--- config.mk ---
export PLATFORM = sky130hd
export DESIGN_NAME = seq_divider
export DESIGN_NICKNAME = d
export VERILOG_FILES = /design/src/rtl/seq_divider_pkg.sv /design/src/rtl/seq_divider_div_step.sv /design/src/rtl/seq_divider.sv
export SDC_FILE = /design/constraint.sdc
export NUM_CORES = 1
export LEC_CHECK = 0
export ABC_AREA = 1
export ABC_CLOCK_PERIOD_IN_PS = 4050
export BUFFER_PORTS_ARGS = -buffer_cell sky130_fd_sc_hd__buf_2
export CORE_MARGIN = 4
export CORE_UTILIZATION = 60
export DETAILED_ROUTE_END_ITERATION = 10
export HOLD_SLACK_MARGIN = 0.03
export PLACE_DENSITY = 0.81
export REMOVE_ABC_BUFFERS = 1
export SLEW_MARGIN = 25
export SYNTH_ARGS = -nofsm -noshare
export SYNTH_HDL_FRONTEND = slang
export SYNTH_SLANG_ARGS = --single-unit
--- constraint.sdc ---
create_clock -name clk -period 4.05 [get_ports clk]
set_clock_uncertainty 0.2 [all_clocks]
set_input_delay 0.2025 -clock clk [delete_from_list [all_inputs] [get_ports clk]]
set_output_delay 0.2025 -clock clk [all_outputs]
set_load 0.05 [all_outputs]
--- src/rtl/seq_divider_pkg.sv ---
// rtl/seq_divider_pkg.sv - shared types and sizing for the sequential divider
// Contents: FSM state encoding, default operand width, iteration-counter width.
package seq_divider_pkg;

    localparam int DIV_WIDTH = 32;

    // Counter must index 0..w-1; guard w=1 so the counter is never zero-width.
    function automatic int cnt_width(input int w);
        return (w > 1) ? $clog2(w) : 1;
    endfunction

    localparam int CNT_WIDTH = cnt_width(DIV_WIDTH);

    typedef enum logic [1:0] {
        IDLE = 2'd0,
        RUN  = 2'd1,
        FIX  = 2'd2,
        DONE = 2'd3
    } state_t;

endpackage

--- src/rtl/seq_divider_div_step.sv ---
// rtl/seq_divider_div_step.sv - one combinational restoring-division iteration
// Ports:
//   rem_in  [WIDTH:0]   partial remainder before this step (always < divisor)
//   bit_in              next dividend bit, MSB first
//   divisor [WIDTH-1:0] unsigned divisor magnitude
//   rem_out [WIDTH:0]   partial remainder after this step
//   q_bit               quotient bit produced by this step
module div_step
    import seq_divider_pkg::*;
#(
    parameter int WIDTH = DIV_WIDTH
) (
    input  logic [WIDTH:0]   rem_in,
    input  logic             bit_in,
    input  logic [WIDTH-1:0] divisor,
    output logic [WIDTH:0]   rem_out,
    output logic             q_bit
);

    // One extra bit on top of the remainder width so the top bit of diff is
    // a clean borrow flag.
    logic [WIDTH+1:0] shifted;
    logic [WIDTH+1:0] diff;

    assign shifted = {rem_in, bit_in};
    assign diff    = shifted - {2'b00, divisor};
    assign q_bit   = ~diff[WIDTH+1];
    assign rem_out = q_bit ? diff[WIDTH:0] : shifted[WIDTH:0];

endmodule

--- src/rtl/seq_divider.sv ---
// rtl/seq_divider.sv - multi-cycle signed/unsigned restoring divider
// Ports:
//   clk, reset            rising-edge clock, synchronous active-high reset
//   start                 request a divide (accepted only in IDLE)
//   is_signed             1 = two's-complement, 0 = unsigned
//   dividend, divisor     operands, captured with start
//   busy                  operation in progress
//   done                  one-cycle pulse, results valid from this cycle
//   quotient, remainder   results (held until the next done)
//   div_by_zero           captured divisor was zero
module seq_divider
    import seq_divider_pkg::*;
#(
    parameter int WIDTH = DIV_WIDTH
) (
    input  logic             clk,
    input  logic             reset,
    input  logic             start,
    input  logic             is_signed,
    input  logic [WIDTH-1:0] dividend,
    input  logic [WIDTH-1:0] divisor,
    output logic             busy,
    output logic             done,
    output logic [WIDTH-1:0] quotient,
    output logic [WIDTH-1:0] remainder,
    output logic             div_by_zero
);

    localparam int CW = cnt_width(WIDTH);

    state_t           state;
    logic [CW-1:0]    cnt;
    logic [WIDTH:0]   rem;       // partial remainder
    logic [WIDTH-1:0] dq;        // dividend shifts out, quotient shifts in
    logic [WIDTH-1:0] dvsr;
    logic             neg_q;
    logic             neg_r;

    logic [WIDTH:0]   rem_next;
    logic             q_bit;

    logic             a_neg;
    logic             b_neg;
    logic [WIDTH-1:0] a_mag;
    logic [WIDTH-1:0] b_mag;

    assign a_neg = is_signed & dividend[WIDTH-1];
    assign b_neg = is_signed & divisor[WIDTH-1];
    assign a_mag = a_neg ? -dividend : dividend;
    assign b_mag = b_neg ? -divisor  : divisor;

    div_step #(.WIDTH(WIDTH)) u_step (
        .rem_in  (rem),
        .bit_in  (dq[WIDTH-1]),
        .divisor (dvsr),
        .rem_out (rem_next),
        .q_bit   (q_bit)
    );

    always_ff @(posedge clk) begin
        if (reset) begin
            state       <= IDLE;
            cnt         <= '0;
            rem         <= '0;
            dq          <= '0;
            dvsr        <= '0;
            neg_q       <= 1'b0;
            neg_r       <= 1'b0;
            busy        <= 1'b0;
            done        <= 1'b0;
            quotient    <= '0;
            remainder   <= '0;
            div_by_zero <= 1'b0;
        end else begin
            case (state)
                IDLE: begin
                    if (start) begin
                        dq    <= a_mag;
                        dvsr  <= b_mag;
                        rem   <= '0;
                        cnt   <= '0;
                        neg_q <= a_neg ^ b_neg;
                        neg_r <= a_neg;
                        busy  <= 1'b1;
                        state <= (divisor == '0) ? DONE : RUN;
                    end
                end

                RUN: begin
                    rem <= rem_next;
                    dq  <= {dq[WIDTH-2:0], q_bit};
                    cnt <= cnt + CW'(1);
                    if (cnt == CW'(WIDTH - 1)) begin
                        state <= FIX;
                    end
                end

                FIX: begin
                    // Magnitude of -2^(W-1) / -1 is 2^(W-1); signs agree so it
                    // is left un-negated and reads back as -2^(W-1).
                    quotient    <= neg_q ? -dq : dq;
                    remainder   <= neg_r ? -rem[WIDTH-1:0] : rem[WIDTH-1:0];
                    div_by_zero <= 1'b0;
                    done        <= 1'b1;
                    busy        <= 1'b0;
                    state       <= DONE;
                end

                DONE: begin
                    if (!done) begin
                        // Divide-by-zero arrives here straight from IDLE with no
                        // pulse yet; issue it now. Negating the magnitude restores
                        // the dividend exactly, including -2^(W-1).
                        quotient    <= '1;
                        remainder   <= neg_r ? -dq : dq;
                        div_by_zero <= 1'b1;
                        done        <= 1'b1;
                        busy        <= 1'b0;
                    end else begin
                        done  <= 1'b0;
                        state <= IDLE;
                    end
                end

                default: state <= IDLE;
            endcase
        end
    end

endmodule

Word level (Yosys, flattened, before mapping)
Cells that the tools add are included.
Storage, ports and cells
  output and inout port bits: 67
  logic and storage cells: 68
  register bits: 173
Operators by class
  add/subtract/negate cells: 6
  equality and inequality tests: 8
  bitwise operators: 4
  multiplexer cells: 28
  reductions and logical operators: 10
Operators by type and width (number)
  $mux 32: 8
  $pmux 32 s2: 3
  $neg 32->32: 4
  $mux 33: 2
  $pmux 33 s2: 1
  $sub 34x32->34: 1
  $logic_not 32->1: 1
  $pmux 5 s2: 1
  $mux 2: 4
  $ne 2x2->1 const B: 4
  $pmux 2 s4: 1
  $reduce_and 2->1: 3
  $reduce_and 3->1: 2
  $add 5x1->5 const B: 1
  $eq 5x5->1 const B: 1
  $mux 5: 1
  $eq 2x2->1 const B: 2
  $mux 1: 4
  $pmux 1 s2: 2
  $reduce_bool 2->1: 2
  $pmux 1 s3: 1
  $reduce_bool 3->1: 1
  $and 1x1->1: 2
  $eq 2x1->1 const B: 1
  other kinds (3): 3

Longest topological paths before layout
  word-level depth: 4
  mapped depth: 18

Modules after synthesis
From an unflattened synthesis, not the netlist that was laid out.
Unflattened totals
  cells, all modules: 2543
  area, all modules: 14576.5 um^2
Modules (own cells, without submodules)
  seq_divider: seq. area each 3463.3 um^2, cells an instance 1822, times used 1, area each 11131.9 um^2
  div_step: seq. area each 0.0 um^2, cells an instance 721, times used 1, area each 3444.6 um^2

Worst setup path before layout
Ideal clock, no wire load.
  kind: register -> register
  from: register dq[31]
  to: register rem[24]
  arrival: 1832 ps
  slack: 1886 ps
  stages on the path, launching flop included: 17
  period minus slack after synthesis: 2164 ps
  setup time: 132 ps
  data required time: 3718 ps
  cells stage by stage: dfxtp_1 inv_1 ha_1 inv_1 fa_1 nand2_1 nand2_1 nand3_1 nand2_1 nand2_1 nand2_1 nand2_1 nand3b_1 nand2_1 nand3_2 nand3_1 a21oi_1
On the way
  word-level cells in the longest chain between the ends: 3
Ends and longest elaborated chain
  start: declaration: RTL line seq_divider.sv:34  | logic [WIDTH-1:0] dq;
  start signal: assignment: RTL line seq_divider.sv:78  | dq <= a_mag;
  start signal: assignment: RTL line seq_divider.sv:91  | dq <= {dq[WIDTH-2:0], q_bit};
  $sub 34x32->34: RTL line seq_divider_div_step.sv:26  | assign diff = shifted - {2'b00, divisor};
  $mux 33: RTL line seq_divider_div_step.sv:28  | assign rem_out = q_bit ? diff[WIDTH:0] : shifted[WIDTH:0];
  $pmux 33 s2: RTL line seq_divider.sv:75  | case (state)
  end signal: assignment: RTL line seq_divider.sv:90  | rem <= rem_next;
  end: declaration: RTL line seq_divider.sv:33  | logic [WIDTH:0] rem;
No other way between the ends.
A chain may end at the register's enable or synchronous reset.

Final worst setup path
  from: input port divisor[0]
  to: register state[1]
On the way
  word-level cells in the longest chain between the ends: 4
Ends and longest elaborated chain
  start: declaration: RTL line seq_divider.sv:21  | input logic [WIDTH-1:0] divisor,
  $logic_not 32->1: RTL line seq_divider.sv:85  | state <= (divisor == '0) ? DONE : RUN;
  $mux 2: RTL line seq_divider.sv:85
  $mux 2: RTL line seq_divider.sv:77  | if (start) begin
  $pmux 2 s4: RTL line seq_divider.sv:75
  end signal: assignment: RTL line seq_divider.sv:85
  end: declaration: RTL line seq_divider.sv:31  | state_t state;
No other way between the ends. The select of a mux whose other input is x is not followed.

==> results.toml <==
[critical_path]
start_kind = "input pin"
cp_top_family = "simple AND/OR/NAND/NOR gates"
worst-path-buf-inv = 4
slowest_stage = "dlygate4sd3_1"
timing_worst_setup_path_type = "in -> reg"
cp.required_ns = 4.22
r2r-start = "rem[7]"
r2r_slack_ns = 0.87
cp-end-kind = "register"
r2r-end = "rem[3]"
crit_chain = "dlygate4sd3_1, buf_2, inv_1, ha_1, nand4_1, nor3_1, nand3_1, nor2_1, nand3_1, nor2_1, nand4_1, dlygate4sd3_1, a21oi_1"
crit_fanout = 5
reg2reg_depth = 14
slowest_delay_ns = 0.58
worstPathArrival_ns = 3.36

[route]
ant_nets = 0
dr.pass1.iters = 6
drt_wl_total_um = 49800
routedWlPerCell_um = 18.1
post-route-drc-count = 0
drtIter0Drc = 1982
vias = 16200
viasPerCell = 5.89

[status]
status = "finished clean"

[placement]
gp_congestion = 0.994
portBuffers = 134
pre_cts_slack_ns = 1.01
dpl.hpwl_um = 36300

[cts]
cts_resized = 0
cts.htree.levels = 4
clock-sinks = 173
cts_buffers = 17
root_buffer = "clkbuf_16"
insertion_delay_ns = 0.44
path_clk_slew_ns = 0.08
cts_setup_buffers = 0
cts_tree = "done"
clockBufferDepth = 2

[power_and_ir_drop]
power_frac_comb = 0.631
power_density_nw_per_um2 = 754
leakage_nw = 7.77
pwr-share-clk = 0.148
seqPwrFrac = 0.221
power.switching_w = 0.00672
ir_drop_mv = 0.563
p_int_w = 0.00521
swShare = 0.563

[global_route]
grtUsageTotal = 0.374
antenna_found_initial = 0
grt_overflow = 0
grt_pass1_wl_um = 78100
first_global_vias = 14500
grt_max_degree = 63

[synth]
async_reset_ff_frac = 0
synth_ff_type = "dfxtp_1"
avgSynthCellArea_um2 = 6.00
syn_inst = 2316
synth.largest_area_cell = "dfxtp_1"
netlist_area_um2 = 13900
synth-seq-cells = 173
synth.top_cell.area_share = 0.249
yosys.cell_types.count = 53
synth_edf_count = 0
yosys_warnings = 0
yosysSeqAreaShare = 0.249
synthTopCellsByArea = "dfxtp_1 25%, nand2_1 15%, a21oi_1 9.4%"

[timing]
slew_headroom = 0.379
worst_hold_slack_ns = 0.0166
slew_violations = 0
tightestPinTransition_ns = 0.931
fmax_mhz = 314
finalSetupViolations = 0
min_period_over_period = 0.785
fin_ws_ns = 0.869
hold_viol = 0
period_needed_ns = 3.18
rsz0062_at_grt = "no"

[hold_path]
holdPathEnd = "dvsr[7]"
min_from = "divisor[7]"
hp-class = "in -> reg"
holdPathStages = 3

[floorplan]
die_w_um = 160
dieArea_um2 = 25600
core-area_um2 = 22700
fp-row-count = 55
floorplan.initialDensity = 0.612
io_pins = 135
fp.dieH_um = 160

[finish]
final_cell_mix = "541 x nand2_1, 321 x inv_1, 260 x a21oi_1"
seq_area_um2 = 3460
num_antenna_cells = 0
multi_input_area_um2 = 8640
nFillCells = 2050
fin_nets = 2563
layout-drive-gt1-share = 0.106
layout_commonest_cell = "nand2_1"
syn_to_final_growth_pct = 13.9

[run]
maxCapViolations = 0
## cells in the mapped netlist (9+ instances only)
cell type,instances
o21ai_0,156
a21oi_1,260
nand2_2,15
nor3_1,37
or2_2,9
nand3b_1,10
xor2_1,47
nand3_2,11
nor2_1,194
inv_1,322
ha_1,43
buf_6,12
xnor2_1,22
dfxtp_1,173
clkbuf_1,65
buf_2,18
o211ai_1,37
nand3_1,223
nand4_1,22
nand2_1,541
nor2_2,9
## through the flow
| step | setup TNS, ns | util | total power [W] | area (um^2) | std cells |
|---|---|---|---|---|---|
| 5_1_grt | 0 | 0.696 | 0.0127 | 15800 | 2749 |
| 6_report | 0 | 0.696 | 0.0119 | 15800 | 2749 |
| 3_3_place_gp | 0 | 0.642 | 0.00979 | 14600 | 2655 |
| 4_1_cts | 0 | 0.696 | 0.0117 | 15800 | 2749 |
| 2_1_floorplan | -64.21 | - | 0.00774 | 13400 | 2211 |
| 3_5_place_dp | 0 | 0.642 | 0.00987 | 14600 | 2655 |
## power by group through the flow
| stage | logic, W | clock network (W) | registers (W) |
|---|---|---|---|
| 2_1_floorplan | 0.00429 | 0 | 0.00345 |
| 3_3_place_gp | 0.00716 | 0 | 0.00264 |
| 3_5_place_dp | 0.00722 | 0 | 0.00265 |
| 4_1_cts | 0.00732 | 0.00176 | 0.00262 |
| 5_1_grt | 0.00817 | 0.00182 | 0.00270 |
| 6_report | 0.00752 | 0.00177 | 0.00264 |
## registers in the layout (all words and copies together) (netlist names)
name,cells
cnt,5
rem,33
dvsr,32
div_by_zero,1
neg_q,1
state,2
busy,1
remainder,32
done,1
dq,32
quotient,32
neg_r,1
## cells by family (layout without fill, tap and decap cells)
group                    after synthesis  count (layout)  synth area share
adder cells (fa/ha/maj)               44              44            0.0402
flip-flops                           173             173             0.249
AND/OR/NAND/NOR                     1108            1108             0.352
XOR/XNOR                              69              69            0.0435
AO/OA/AOI/OAI                        484             484             0.186
buffers and inverters                438             586             0.129
## cell type report
class | instances | area share
sequential | 173 | 0.219
clock buffer | 18 | 0.0278
timing repair buffer | 221 | 0.0945
clock inverter | 14 | 0.0108
inverter | 333 | 0.0791
tap | 285 | 0.0226
multi-input combinational | 1705 | 0.546
## timing repair
action                                  in CTS  in global routing
hold endpoints to repair                    58                  0
endpoints found under the setup margin       0                  0
hold buffers                                62                  0
## metal layers
layer	wire length, um	track usage
met1	20900	0.514
met2	21100	0.567
met3	5930	0.0970
met4	1870	0.139
met5	0	0
## how the worst max path moves through the flow
stage                to  startpoint  cells past startpoint  slack [ns]
2_1_floorplan     dq[1]    state[1]                      7       -1.18
3_3_place_gp     rem[5]     rem[22]                     12        1.07
3_5_place_dp     rem[3]      rem[3]                     14        1.01
4_1_cts        state[1]  divisor[0]                     13        0.99
5_1_grt         rem[11]      rem[7]                     14        0.67
6_report       state[1]  divisor[0]                     13        0.87
## worst reg2reg max path, stage by stage, from the launching register on
cell	delay, ns
dfxtp_1	0.46
ha_1	0.35
nand2_2	0.14
inv_2	0.05
nand2_2	0.06
nand2_2	0.07
inv_2	0.06
nand3_2	0.13
nand2_2	0.11
nand2_2	0.07
nand2_4	0.08
nand3_2	0.67
nand3_1	0.37
nand3_1	0.10
a21oi_1	0.16
(Power assumes the default switching activity.)
